File: src/rtl/mem_arbiter_if.sv
// Bundle of the fetch, data and shared-memory signals of the arbiter.
// slave: the arbiter's view. master: the requesters' and memory's view.
interface mem_arbiter_if #(
  parameter int DATA_WIDTH    = 32,
  parameter int ADDRESS_WIDTH = 32
);
  logic                     i_req;
  logic [ADDRESS_WIDTH-1:0] i_addr;
  logic [DATA_WIDTH-1:0]    i_rdata;
  logic                     i_valid;

  logic                     d_req;
  logic                     d_we;
  logic [ADDRESS_WIDTH-1:0] d_addr;
  logic [DATA_WIDTH-1:0]    d_wdata;
  logic [DATA_WIDTH-1:0]    d_rdata;
  logic                     d_valid;

  logic                     m_req;
  logic                     m_we;
  logic [ADDRESS_WIDTH-1:0] m_addr;
  logic [DATA_WIDTH-1:0]    m_wdata;
  logic [DATA_WIDTH-1:0]    m_rdata;
  logic                     m_ack;

  logic                     busy;

  modport slave (
    input  i_req, i_addr,
    output i_rdata, i_valid,
    input  d_req, d_we, d_addr, d_wdata,
    output d_rdata, d_valid,
    output m_req, m_we, m_addr, m_wdata,
    input  m_rdata, m_ack,
    output busy
  );

  modport master (
    output i_req, i_addr,
    input  i_rdata, i_valid,
    output d_req, d_we, d_addr, d_wdata,
    input  d_rdata, d_valid,
    input  m_req, m_we, m_addr, m_wdata,
    output m_rdata, m_ack,
    input  busy
  );
endinterface

File: src/rtl/mem_arbiter.sv
// Two-requester arbiter (fetch and data) in front of a single-port memory.
// Data wins ties unless fetch has waited through STARVE_LIMIT data grants.
module mem_arbiter #(
  parameter int DATA_WIDTH    = 32,
  parameter int ADDRESS_WIDTH = 32,
  parameter int STARVE_LIMIT  = 4
) (
  input  logic         clk,
  input  logic         rst,
  mem_arbiter_if.slave bus
);

  typedef enum logic [1:0] {
    IDLE   = 2'd0,
    I_BUSY = 2'd1,
    D_BUSY = 2'd2
  } state_t;

  localparam logic [3:0] LIMIT = 4'(STARVE_LIMIT);

  state_t     state;
  state_t     state_nxt;
  logic [3:0] starve_cnt;
  logic       i_elig;
  logic       d_elig;
  logic       grant_i;
  logic       grant_d;

  // A requester cannot win in the cycle its completion is being reported.
  assign i_elig = bus.i_req & ~bus.i_valid;
  assign d_elig = bus.d_req & ~bus.d_valid;

  assign bus.m_req = (state != IDLE);
  assign bus.busy  = (state != IDLE);

  // Next-state and grant decision.
  always_comb begin
    state_nxt = state;
    grant_i   = 1'b0;
    grant_d   = 1'b0;
    case (state)
      IDLE: begin
        if (i_elig && (!d_elig || starve_cnt == LIMIT)) begin
          grant_i   = 1'b1;
          state_nxt = I_BUSY;
        end else if (d_elig) begin
          grant_d   = 1'b1;
          state_nxt = D_BUSY;
        end
      end
      I_BUSY, D_BUSY: begin
        if (bus.m_ack) state_nxt = IDLE;
      end
      default: state_nxt = IDLE;
    endcase
  end

  // State register.
  always_ff @(posedge clk) begin
    if (!rst) state <= IDLE;
    else      state <= state_nxt;
  end

  // Request capture on grant, completion pulses, read-data capture, starvation count.
  always_ff @(posedge clk) begin
    if (!rst) begin
      starve_cnt  <= '0;
      bus.m_we    <= 1'b0;
      bus.m_addr  <= '0;
      bus.m_wdata <= '0;
      bus.i_valid <= 1'b0;
      bus.d_valid <= 1'b0;
      bus.i_rdata <= '0;
      bus.d_rdata <= '0;
    end else begin
      bus.i_valid <= (state == I_BUSY) && bus.m_ack;
      bus.d_valid <= (state == D_BUSY) && bus.m_ack;
      if ((state == I_BUSY) && bus.m_ack) bus.i_rdata <= bus.m_rdata;
      if ((state == D_BUSY) && bus.m_ack) bus.d_rdata <= bus.m_rdata;
      if (grant_i) begin
        bus.m_addr <= bus.i_addr;
        bus.m_we   <= 1'b0;
        starve_cnt <= '0;
      end else if (grant_d) begin
        bus.m_addr  <= bus.d_addr;
        bus.m_we    <= bus.d_we;
        bus.m_wdata <= bus.d_wdata;
        if (!i_elig)                 starve_cnt <= '0;
        else if (starve_cnt < LIMIT) starve_cnt <= starve_cnt + 4'd1;
      end
    end
  end

endmodule

File: src/flat_wrapper.sv
// flat-port wrapper written by rule: the top's interface ports become plain ports
module mem_arbiter_flat 
#(
  parameter int DATA_WIDTH    = 32,
  parameter int ADDRESS_WIDTH = 32,
  parameter int STARVE_LIMIT  = 4
)
  (clk, rst, bus_i_req, bus_i_addr, bus_i_rdata, bus_i_valid, bus_d_req, bus_d_we, bus_d_addr, bus_d_wdata, bus_d_rdata, bus_d_valid, bus_m_req, bus_m_we, bus_m_addr, bus_m_wdata, bus_m_rdata, bus_m_ack, bus_busy);
  mem_arbiter_if #(.DATA_WIDTH(DATA_WIDTH), .ADDRESS_WIDTH(ADDRESS_WIDTH)) bus_i ();
  input  logic clk;
  input  logic rst;
  input wire logic [$bits(bus_i.i_req)-1:0] bus_i_req;
  input wire logic [$bits(bus_i.i_addr)-1:0] bus_i_addr;
  output wire logic [$bits(bus_i.i_rdata)-1:0] bus_i_rdata;
  output wire logic [$bits(bus_i.i_valid)-1:0] bus_i_valid;
  input wire logic [$bits(bus_i.d_req)-1:0] bus_d_req;
  input wire logic [$bits(bus_i.d_we)-1:0] bus_d_we;
  input wire logic [$bits(bus_i.d_addr)-1:0] bus_d_addr;
  input wire logic [$bits(bus_i.d_wdata)-1:0] bus_d_wdata;
  output wire logic [$bits(bus_i.d_rdata)-1:0] bus_d_rdata;
  output wire logic [$bits(bus_i.d_valid)-1:0] bus_d_valid;
  output wire logic [$bits(bus_i.m_req)-1:0] bus_m_req;
  output wire logic [$bits(bus_i.m_we)-1:0] bus_m_we;
  output wire logic [$bits(bus_i.m_addr)-1:0] bus_m_addr;
  output wire logic [$bits(bus_i.m_wdata)-1:0] bus_m_wdata;
  input wire logic [$bits(bus_i.m_rdata)-1:0] bus_m_rdata;
  input wire logic [$bits(bus_i.m_ack)-1:0] bus_m_ack;
  output wire logic [$bits(bus_i.busy)-1:0] bus_busy;
  assign bus_i.i_req = bus_i_req;
  assign bus_i.i_addr = bus_i_addr;
  assign bus_i_rdata = bus_i.i_rdata;
  assign bus_i_valid = bus_i.i_valid;
  assign bus_i.d_req = bus_d_req;
  assign bus_i.d_we = bus_d_we;
  assign bus_i.d_addr = bus_d_addr;
  assign bus_i.d_wdata = bus_d_wdata;
  assign bus_d_rdata = bus_i.d_rdata;
  assign bus_d_valid = bus_i.d_valid;
  assign bus_m_req = bus_i.m_req;
  assign bus_m_we = bus_i.m_we;
  assign bus_m_addr = bus_i.m_addr;
  assign bus_m_wdata = bus_i.m_wdata;
  assign bus_i.m_rdata = bus_m_rdata;
  assign bus_i.m_ack = bus_m_ack;
  assign bus_busy = bus_i.busy;
  mem_arbiter #(.DATA_WIDTH(DATA_WIDTH), .ADDRESS_WIDTH(ADDRESS_WIDTH), .STARVE_LIMIT(STARVE_LIMIT)) u_core (.clk(clk), .rst(rst), .bus(bus_i));
endmodule
File: config.mk
export PLATFORM = sky130hd
export DESIGN_NAME = mem_arbiter_flat
export DESIGN_NICKNAME = d
export VERILOG_FILES = /design/src/rtl/mem_arbiter_if.sv /design/src/rtl/mem_arbiter.sv /design/src/flat_wrapper.sv
export SDC_FILE = /design/constraint.sdc
export NUM_CORES = 1
export LEC_CHECK = 0
export CAP_MARGIN = 10
export CORE_UTILIZATION = 50
export DETAILED_ROUTE_END_ITERATION = 16
export DONT_BUFFER_PORTS = 1
export GPL_ROUTABILITY_DRIVEN = 0
export PLACE_DENSITY = 0.66
export RECOVER_POWER = 50
export SYNTH_ARGS = -nofsm -noshare
export SYNTH_HDL_FRONTEND = slang
export SYNTH_SLANG_ARGS = --single-unit
export TNS_END_PERCENT = 100
File: constraint.sdc
create_clock -name clk -period 2.95 [get_ports clk]
set_input_delay 0.1475 -clock clk [delete_from_list [all_inputs] [get_ports clk]]
set_output_delay 0.1475 -clock clk [all_outputs]
set_load 0.005 [all_outputs]
==> impl.org, run 1 <==
** Run status
- The run finished with clean final reports.

** Worst setup path
- Type of element capturing the critical path :: flip-flop
- Launch instance of the worst register-to-register path :: u_core.state[0]
- Data on the critical path is required at its endpoint by 3.41 ns.
- Reg-to-reg critical path endpoint :: u_core.bus.m_addr[7]
- Worst path cell trace :: inv_1 -> ha_1 -> and3b_1 -> o21ai_4 -> nor2_4 -> a221o_1 -> dlygate4sd3_1
- Data arrives at the worst endpoint at 3.06 ns.
- Delay of the slowest critical-path stage :: 0.63 ns
- Worst path slowest cell :: sky130_fd_sc_hd__nor2_4
- Number of cells on the worst reg-to-reg path :: 7
- Type of origin of the critical path :: flip-flop
- The critical path runs through a total of 7 cells.
- Setup Crit Path Kind :: flip-flop to flip-flop
- Setup slack of the most critical reg-to-reg path :: ~0.35 ns
- Buffering stage count on the worst path with inverters included :: 2
- In this run the worst setup path terminates at u_core.bus.m_addr[7].
- Family of cells with the greatest summed delay on the critical path :: simple AND/OR/NAND/NOR gates
- Top fanout value on the critical path :: 32
- Origin of the worst setup path :: u_core.state[0]

** Clock network
- After clock tree synthesis, the clock-pin slew on the worst setup and hold paths is 0.06 ns.
- Clock Path Buffers :: 2
- H-tree depth :: 4
- TritonCTS clock tree :: done
- Clock latency on the worst-skew pair, taken at its later pin, is 0.52 ns.
- TritonCTS Sinks :: 137
- CTS placed an instance of sky130_fd_sc_hd__clkbuf_8 at the clock tree root.
- Buffers inserted during clock tree synthesis total 17.
- Buffers added to address setup during post-CTS repair amount to 0.

** STA
- Timing would allow up to 385 MHz.
- Final count of negative-setup-slack endpoints :: 0
- Across all hold checks on the routed design, the worst slack comes to 0.0293 ns.
- Max-Slew Margin vs Limit :: 0.0460
- Number of endpoints with negative hold slack in the final report :: 0
- Ratio of final minimum period to clock period :: 0.881
- At the pin with the least slew margin, the transition time is 1.43 ns.
- Count of final max-slew check failures :: 0
- Setup repair after global routing left no endpoint under its margin.
- Post-Route Skew :: 0.00614 ns
- Summed over all failing endpoints, the final setup total negative slack is 0 ns.
- Post-layout minimum cycle time :: about 2.6 ns

** Cells and area
- Fill cells in the final layout number 744.
- Of the cells placed in the final design, the portion with a size suffix greater than 1 is 0.0620.
- Most used cells in the layout excluding fill and tap cells :: sky130_fd_sc_hd__nand2_1, sky130_fd_sc_hd__dfxtp_1, sky130_fd_sc_hd__dlygate4sd3_1, sky130_fd_sc_hd__a21oi_1, sky130_fd_sc_hd__and3_1
- Utilization of the core after routing :: 0.715
- Area added between synthesis and finish :: 37.2%
- Commonest non-fill, non-tap cell in the layout :: sky130_fd_sc_hd__nand2_1
- Number of standard cells in the final layout excluding fillers :: about 840
- Post-layout net count :: 837
- Antenna cell count :: 0

** Synthesis
- Mux share of post-synthesis cell area :: 0.00392
- Synthesis handed over a netlist of 588 instances.
- Post-synthesis cell area :: 5110 um2
- The netlist uses 34 different library cells.
- Number of warnings reported in the yosys synthesis log :: 0
- Of the total synthesized cell area, the portion taken by full adders, half adders and majority gates is 0.0122.
- Synthesis inferred roughly 140 register bits.
- In this run the mean area of a mapped cell was around 8.7 um2.
- Simple-gate share of the synthesized area :: 0.219
- Dominant combinational cell family by area after synthesis :: simple AND/OR/NAND/NOR gates
- Of the total synthesized cell area, the portion taken by XOR and XNOR cells is 0.
- Complex-gate fraction of the synthesized area :: 0.173
- The share of the Yosys chip area taken by registers is 0.536.
- Syn_nets :: 727

** Flow run
- Max cap viols :: 0

** Hold path
- Class of the tightest hold or removal check :: input pin to flip-flop
- Along the worst hold path, the cell count comes to 2.

** Drt
- Remaining design rule violation count :: 0
- Dividing the detail-routed via count by the number of cells gives about 5.5.
- The count of nets left with antenna violations once routing finished came out at 0.
- The final layout contains routed wiring with a total length of 15,300 um.
- Via count :: 4,660
- Detail-routed net length per standard cell :: 18.2 um
- Number of search-and-repair iterations in the first detailed-routing pass :: 4
- Number of design-rule violations left by the first detailed-router iteration :: 167

** Power
- Summed over all cells, the static leakage comes to 2.79 nW.
- The worst-case IR drop observed on VDD is about 0.35 mV.
- In this run the power density over the cells is 661 nW/um2.

** Die
- Num ports :: 267
- After floorplanning, the core was divided into 36 placement rows.
- Die outline area :: about 11,000 um2
- Measured along the y axis, the die boundary spans 103 um.
- For this configuration, the core starts out at a cell density of 0.521.
- Area of the core :: 9820 um2
- Horiz. Die Dim :: 103 um

** GRT
- Global-route wire length before repair :: about 22,000 um
- The total overflow left after global routing is 0.
- Pin count of the biggest net entering global routing :: 97
- Number of global-route vias before repair :: 4,417
- Across every metal layer, demand over resource in global routing totals 0.277.
- Antenna violations before repair :: 0

** Placed design
- Number of port buffers :: 0
- Estimated wirelength of the detail-placed design :: 8510 um
- Number of cells in the design after placement :: around 680
[power by group]
part	internal [mW]	switching (mW)	total, mW
clock network	1.27	0.775	2.04
registers	1.97	0.0977	2.07
logic	0.266	0.257	0.523
total	3.51	1.13	4.64
[sequential cells by signal, summed over array words and instances (netlist names)]
name / cells
u_core.bus.i_rdata: 32
u_core.bus.d_rdata: 32
u_core.bus.d_valid: 1
u_core.bus.m_addr: 32
u_core.bus.m_we: 1
u_core.bus.m_wdata: 32
u_core.bus.i_valid: 1
u_core.starve_cnt: 4
u_core.state: 2
[how the worst min path moves through the flow]
stage	startpoint	endpoint	slack [ns]
after CTS	rst	u_core.state[0]	0.02
after global routing	rst	u_core.state[0]	0.04
final	rst	u_core.state[0]	0.03
after global placement	rst	u_core.state[0]	0.28
after floorplan	bus_d_wdata[0]	u_core.bus.m_wdata[0]	0.28
after detailed placement	rst	u_core.state[0]	0.29
[synth_stat cells (all sizes together)]
cell | count | area (um2)
nand3b | 1 | 20.0
nand2b | 3 | 26.3
buf | 19 | 141
a221o | 32 | 320
nand3 | 32 | 160
a22oi | 1 | 7.51
nor2 | 9 | 41.3
inv | 7 | 26.3
a31oi | 2 | 12.5
and2 | 3 | 21.3
ha | 5 | 62.6
and3 | 33 | 206
dfxtp | 137 | 2740
clkbuf | 31 | 116
o21ai | 35 | 179
nand2 | 162 | 608
a21oi | 64 | 320
a211oi | 3 | 27.5
nor2b | 4 | 27.5
and3b | 1 | 8.76
mux2i | 2 | 20.0
o22a | 1 | 8.76
o21a | 1 | 7.51
[kinds of logic (layout without fill, tap and decap cells)]
logic type / after synthesis / count (layout)
DFF: 137 / 137
and+or+nand+nor: 248 / 248
adders and majority gates: 5 / 5
buffers and inverters: 57 / 179
AOI/OAI and AO/OA: 139 / 139
muxes: 2 / 2
[repair_timing]
item / 4_1_cts / 5_1_grt
hold buffers: 135 / 0
gates resized for setup: 0 / 0
endpoints found under the hold margin: 135 / 0
[stage by stage]
step | instance area, um2 | power (mW) | setup slack [ns]
finish | 7020 | 4.64 | 0.352
global route | 7020 | 4.80 | 0.146
CTS | 7020 | 4.64 | 0.473
detailed placement | 5070 | 2.40 | 1.02
global placement | 5070 | 2.39 | 1.08
floorplan | 5110 | 2.35 | 1.31
[cell type report]
| cell class | instances | area (um2) | share of cell area |
|---|---|---|---|
| multi-input cells | 394 | 2090 | 0.298 |
| clock inverters | 10 | 119 | 0.0169 |
| flip-flops and latches | 137 | 2740 | 0.391 |
| inverters | 7 | 26.3 | 0.00374 |
| repair buffers | 141 | 1410 | 0.201 |
| clock buffers | 21 | 459 | 0.0654 |
| well taps | 133 | 166 | 0.0237 |
[worst reg2reg max path, delay by kind of cell, from the launching register on]
kind,cells,cell delay (ns)
compound gates,2,0.40
flops,1,0.31
simple gates,2,0.95
fa+ha+maj,1,0.21
buf+inv,2,0.66
[layer usage]
layer / vias to the layer above / share of wire / GRT usage
li1: 2229 / - / -
met1: 2186 / 0.38 / 0.297
met2: 213 / 0.51 / 0.473
met3: 32 / 0.093 / 0.111
met4: 0 / 0.024 / 0.138
met5: - / 0 / 0
No activity file was read; power rests on OpenSTA's default activity.
==> run 2, diff against run 1 <==
--- a/config.mk
+++ b/config.mk
@@ -6,11 +6,11 @@
 export NUM_CORES = 1
 export LEC_CHECK = 0
 export CAP_MARGIN = 10
-export CORE_UTILIZATION = 50
+export CORE_UTILIZATION = 44
 export DETAILED_ROUTE_END_ITERATION = 16
 export DONT_BUFFER_PORTS = 1
 export GPL_ROUTABILITY_DRIVEN = 0
-export PLACE_DENSITY = 0.66
+export PLACE_DENSITY = 0.6
 export RECOVER_POWER = 50
 export SYNTH_ARGS = -nofsm -noshare
 export SYNTH_HDL_FRONTEND = slang
==> run 2 against run 1 <==
Net effect:
- the flow now finishes with violations (capacitance limit, slew limit)
- setup slack better by 0.025 ns
- clock skew is 0.0051 ns higher
- via count shrank 0.41%
- sequential power about the same
- sequential cell count is the same
- die area increased by 13%
- critical path depth stayed put
==> impl.org, run 2 (synthesized netlist as in run 1, its figures left out) <==
** Run status
- Result of the run: finished, violations left (was finished clean).
- The checks that failed: capacitance limit, slew limit.

** Die
- Horiz. Die Dim :: 110 um (was 103 um)
- The standard-cell row count is 38 (was 36).
- Area of the core :: 11,100 um2 (was 9820 um2)
- The die span in y came to 110 um (was 103 um).
- Die outline area :: 12,100 um2 (was 10,600 um2)
- The number of top-level design ports is 267 (unchanged).
- The starting density of the core is 0.461 (was 0.521).

** GRT
- The number of antenna violations at the first check in global routing was 0 (unchanged).
- The global-route wire length before repair is 22,400 um (was 22,100 um).
- The total overflow reported by the global router came to 0 (unchanged).
- The maximum number of pins on one net before global-route repair was 92 (was 97).
- Global Route Usage Sum :: 0.245 (was 0.277)
- Number of global-route vias before repair :: 4,679 (was 4,417)

** Worst setup path
- The critical path's largest stage delay was 0.62 ns (was 0.63 ns).
- Family of cells with the greatest summed delay on the critical path :: simple AND/OR/NAND/NOR gates (unchanged)
- The internal reg-to-reg setup slack came to 0.38 ns (was 0.35 ns).
- Worst path cell trace: inv_1 -> ha_1 -> and3b_1 -> o21ai_4 -> nor2_4 -> a221o_1 -> dlygate4sd3_1 (unchanged).
- The buffering stage count on the worst path with inverters included came to 2 (unchanged).
- The capturing instance or port of the critical path was u_core.bus.m_addr[26] (was u_core.bus.m_addr[7]).
- The data arrival time of the worst path is 2.91 ns (was 3.06 ns).
- The launch instance of the worst register-to-register path is u_core.state[0] (unchanged).
- Critical Path RT :: 3.29 ns (was 3.41 ns)
- Origin of the worst setup path :: u_core.state[0] (unchanged)
- Top fanout value on the critical path :: 32 (unchanged)
- Reg-to-reg critical path endpoint :: u_core.bus.m_addr[26] (was u_core.bus.m_addr[7])
- The critical path startpoint category is a flip-flop (unchanged).
- The critical path capture point type is a flip-flop (unchanged).
- Number of cells on the worst reg-to-reg path :: 7 (unchanged)
- The library cell contributing the largest single delay on the critical path is sky130_fd_sc_hd__nor2_4 (unchanged).
- Critical Path Stages :: 7 (unchanged)
- Setup Crit Path Kind :: flip-flop to flip-flop (unchanged)

** Power
- Highest ir drop seen on vdd :: 0.441 mV (was 0.355 mV)
- The power density over the cells was 658 nW/um2 (was 661 nW/um2).
- Static leakage :: 2.79 nW (about the same)
- Total power after layout :: 4.60 mW (was 4.64 mW)

** Clock network
- TritonCTS clock tree :: done (unchanged)
- Clock Path Buffers :: 2 (unchanged)
- Setup repair bufs after CTS :: 0 (unchanged)
- The total clock sinks came to 137 (unchanged).
- Clock Latency Late Sink :: 0.41 ns (was 0.52 ns)
- The clock transition at the register clock pins on the worst setup and hold paths after CTS was 0.05 ns (was 0.06 ns).
- H-tree depth :: 4 (unchanged)
- The number of clock buffers inserted by TritonCTS came to 17 (unchanged).
- Clock root buffer :: sky130_fd_sc_hd__clkbuf_16 (was sky130_fd_sc_hd__clkbuf_8)

** Hold path
- The hold path startpoint was bus_m_ack (was rst).
- The class of the most critical hold timing path is input pin to flip-flop (unchanged).

** Flow run
- The count of max-cap constraint violations was 1 (was 0).

** Cells and area
- The most common library cell in the layout ignoring fill and taps is sky130_fd_sc_hd__nand2_1 (unchanged).
- Area added between synthesis and finish :: 37.0% (was 37.2%)
- Most used cells in the layout excluding fill and tap cells: sky130_fd_sc_hd__nand2_1, sky130_fd_sc_hd__dfxtp_1, sky130_fd_sc_hd__dlygate4sd3_1, sky130_fd_sc_hd__a21oi_1, sky130_fd_sc_hd__and3_1 (unchanged).
- The core utilization of the finished layout came to 0.632 (was 0.715).
- Number of inserted filler cells in the final layout :: 920 (was 744)
- The design area was 7000 um2 (was 7020 um2).
- Fraction of layout instances using a drive strength above 1 :: 0.0578 (was 0.0620)
- Number of standard cells in the final layout excluding fillers :: 849 (was 843)
- Post-layout net count :: 835 (was 837)
- The antenna diode count came to 0 (unchanged).

** STA
- Post-layout minimum cycle time :: 2.57 ns (was 2.60 ns)
- The final count of hold timing violations came to 0 (unchanged).
- The share of the clock period used by the worst path after layout came to 0.872 (was 0.881).
- The worst slew margin relative to its limit came to -0.0185 (was 0.0460).
- Max frequency :: 389 MHz (was 385 MHz)
- Slew at the pin closest to its max-slew limit :: 1.53 ns (was 1.43 ns)
- Setup repair after global routing missed its margin :: false (unchanged)
- TNS Setup :: 0 ns (unchanged)
- The count of endpoints failing setup in the final report came to 0 (unchanged).
- The worst setup skew after layout came to 0.0113 ns (was 0.00614 ns).
- The final count of pins violating max slew is 33 (was 0).

** Drt
- The number of detailed-routing iterations run before antenna repair was 4 (unchanged).
- Number of design-rule violations left by the first detailed-router iteration :: 317 (was 167)
- Residual antenna-violating net count after detailed routing :: 0 (unchanged)
- Via density per instance :: 5.47 (was 5.53)
- The routed wirelength normalized by instance count came to 17.9 um (was 18.2 um).
- The via total after detailed routing was 4,641 (was 4,660).
- Final wirelength :: 15,200 um (was 15,300 um)
- Remaining design rule violation count :: 0 (unchanged)

** Placed design
- Number of port buffers :: 0 (unchanged)
- The total cell area at the placement stage came to 5080 um2 (was 5070 um2).
- The cell count after placement came to 684 (was 677).
- Estimated wirelength of the detail-placed design :: 8680 um (was 8510 um)
[run 2: cell count changes in the layout (fill, tap and decap cells not counted), sizes merged]
cell,previous run,this run
clkbuf,22,25
inv,8,7
dlygate4sd3,134,131
clkinv,4,5
buf,6,7
clkinvlp,3,1
[run 2: what timing repair did]
action                                  CTS  global route
hold buffers                            132             0
gates resized for setup                   0             0
endpoints found under the setup margin    0             0
endpoints found under the hold margin   132             0
[run 2: per-layer routing]
layer	wire length, um	track usage	vias up
met5	0	0	-
met3	1530	0.103	40
li1	-	-	2234
met2	7650	0.432	229
met4	469	0.146	0
met1	5530	0.238	2138
[run 2: layout make-up]
type                    count  area [um2]  share of cell area
inverters                   7        26.3             0.00375
well taps                 140         175              0.0250
multi-input cells         394        2090               0.299
repair buffers            139        1410               0.201
flip-flops and latches    137        2740               0.392
clock buffers              24         462              0.0659
clock inverters             8        96.3              0.0138
[run 2: tightest hold or removal path: cells and delay by family]
kind	cells	cell delay (ns)
AND/OR/NAND/NOR	2	0.16
AO/OA/AOI/OAI	1	0.14
[run 2: metrics by stage]
stage               hold WS (ns)  worst slack, ns
finish                    0.0719            0.378
global route               0.121            0.229
CTS                       0.0428            0.442
detailed placement         0.288            0.992
global placement           0.285             1.07
floorplan                  0.280             1.31
[run 2: report_power, final]
| part | leakage, nW | internal, mW | total, mW | switching (mW) |
|---|---|---|---|---|
| combinational | 1.40 | 0.267 | 0.520 | 0.254 |
| clock | 0.272 | 1.26 | 2.01 | 0.751 |
| sequential | 1.12 | 1.97 | 2.07 | 0.0966 |
[run 2: how the worst min path moves through the flow]
stage,to,slack (ns),cells past startpoint
2_1_floorplan,u_core.bus.m_wdata[0],0.28,2
3_3_place_gp,u_core.bus.d_rdata[26],0.29,2
3_5_place_dp,u_core.bus.m_addr[13],0.29,1
4_1_cts,u_core.state[0],0.04,3
5_1_grt,u_core.state[1],0.12,3
6_report,u_core.state[0],0.07,3
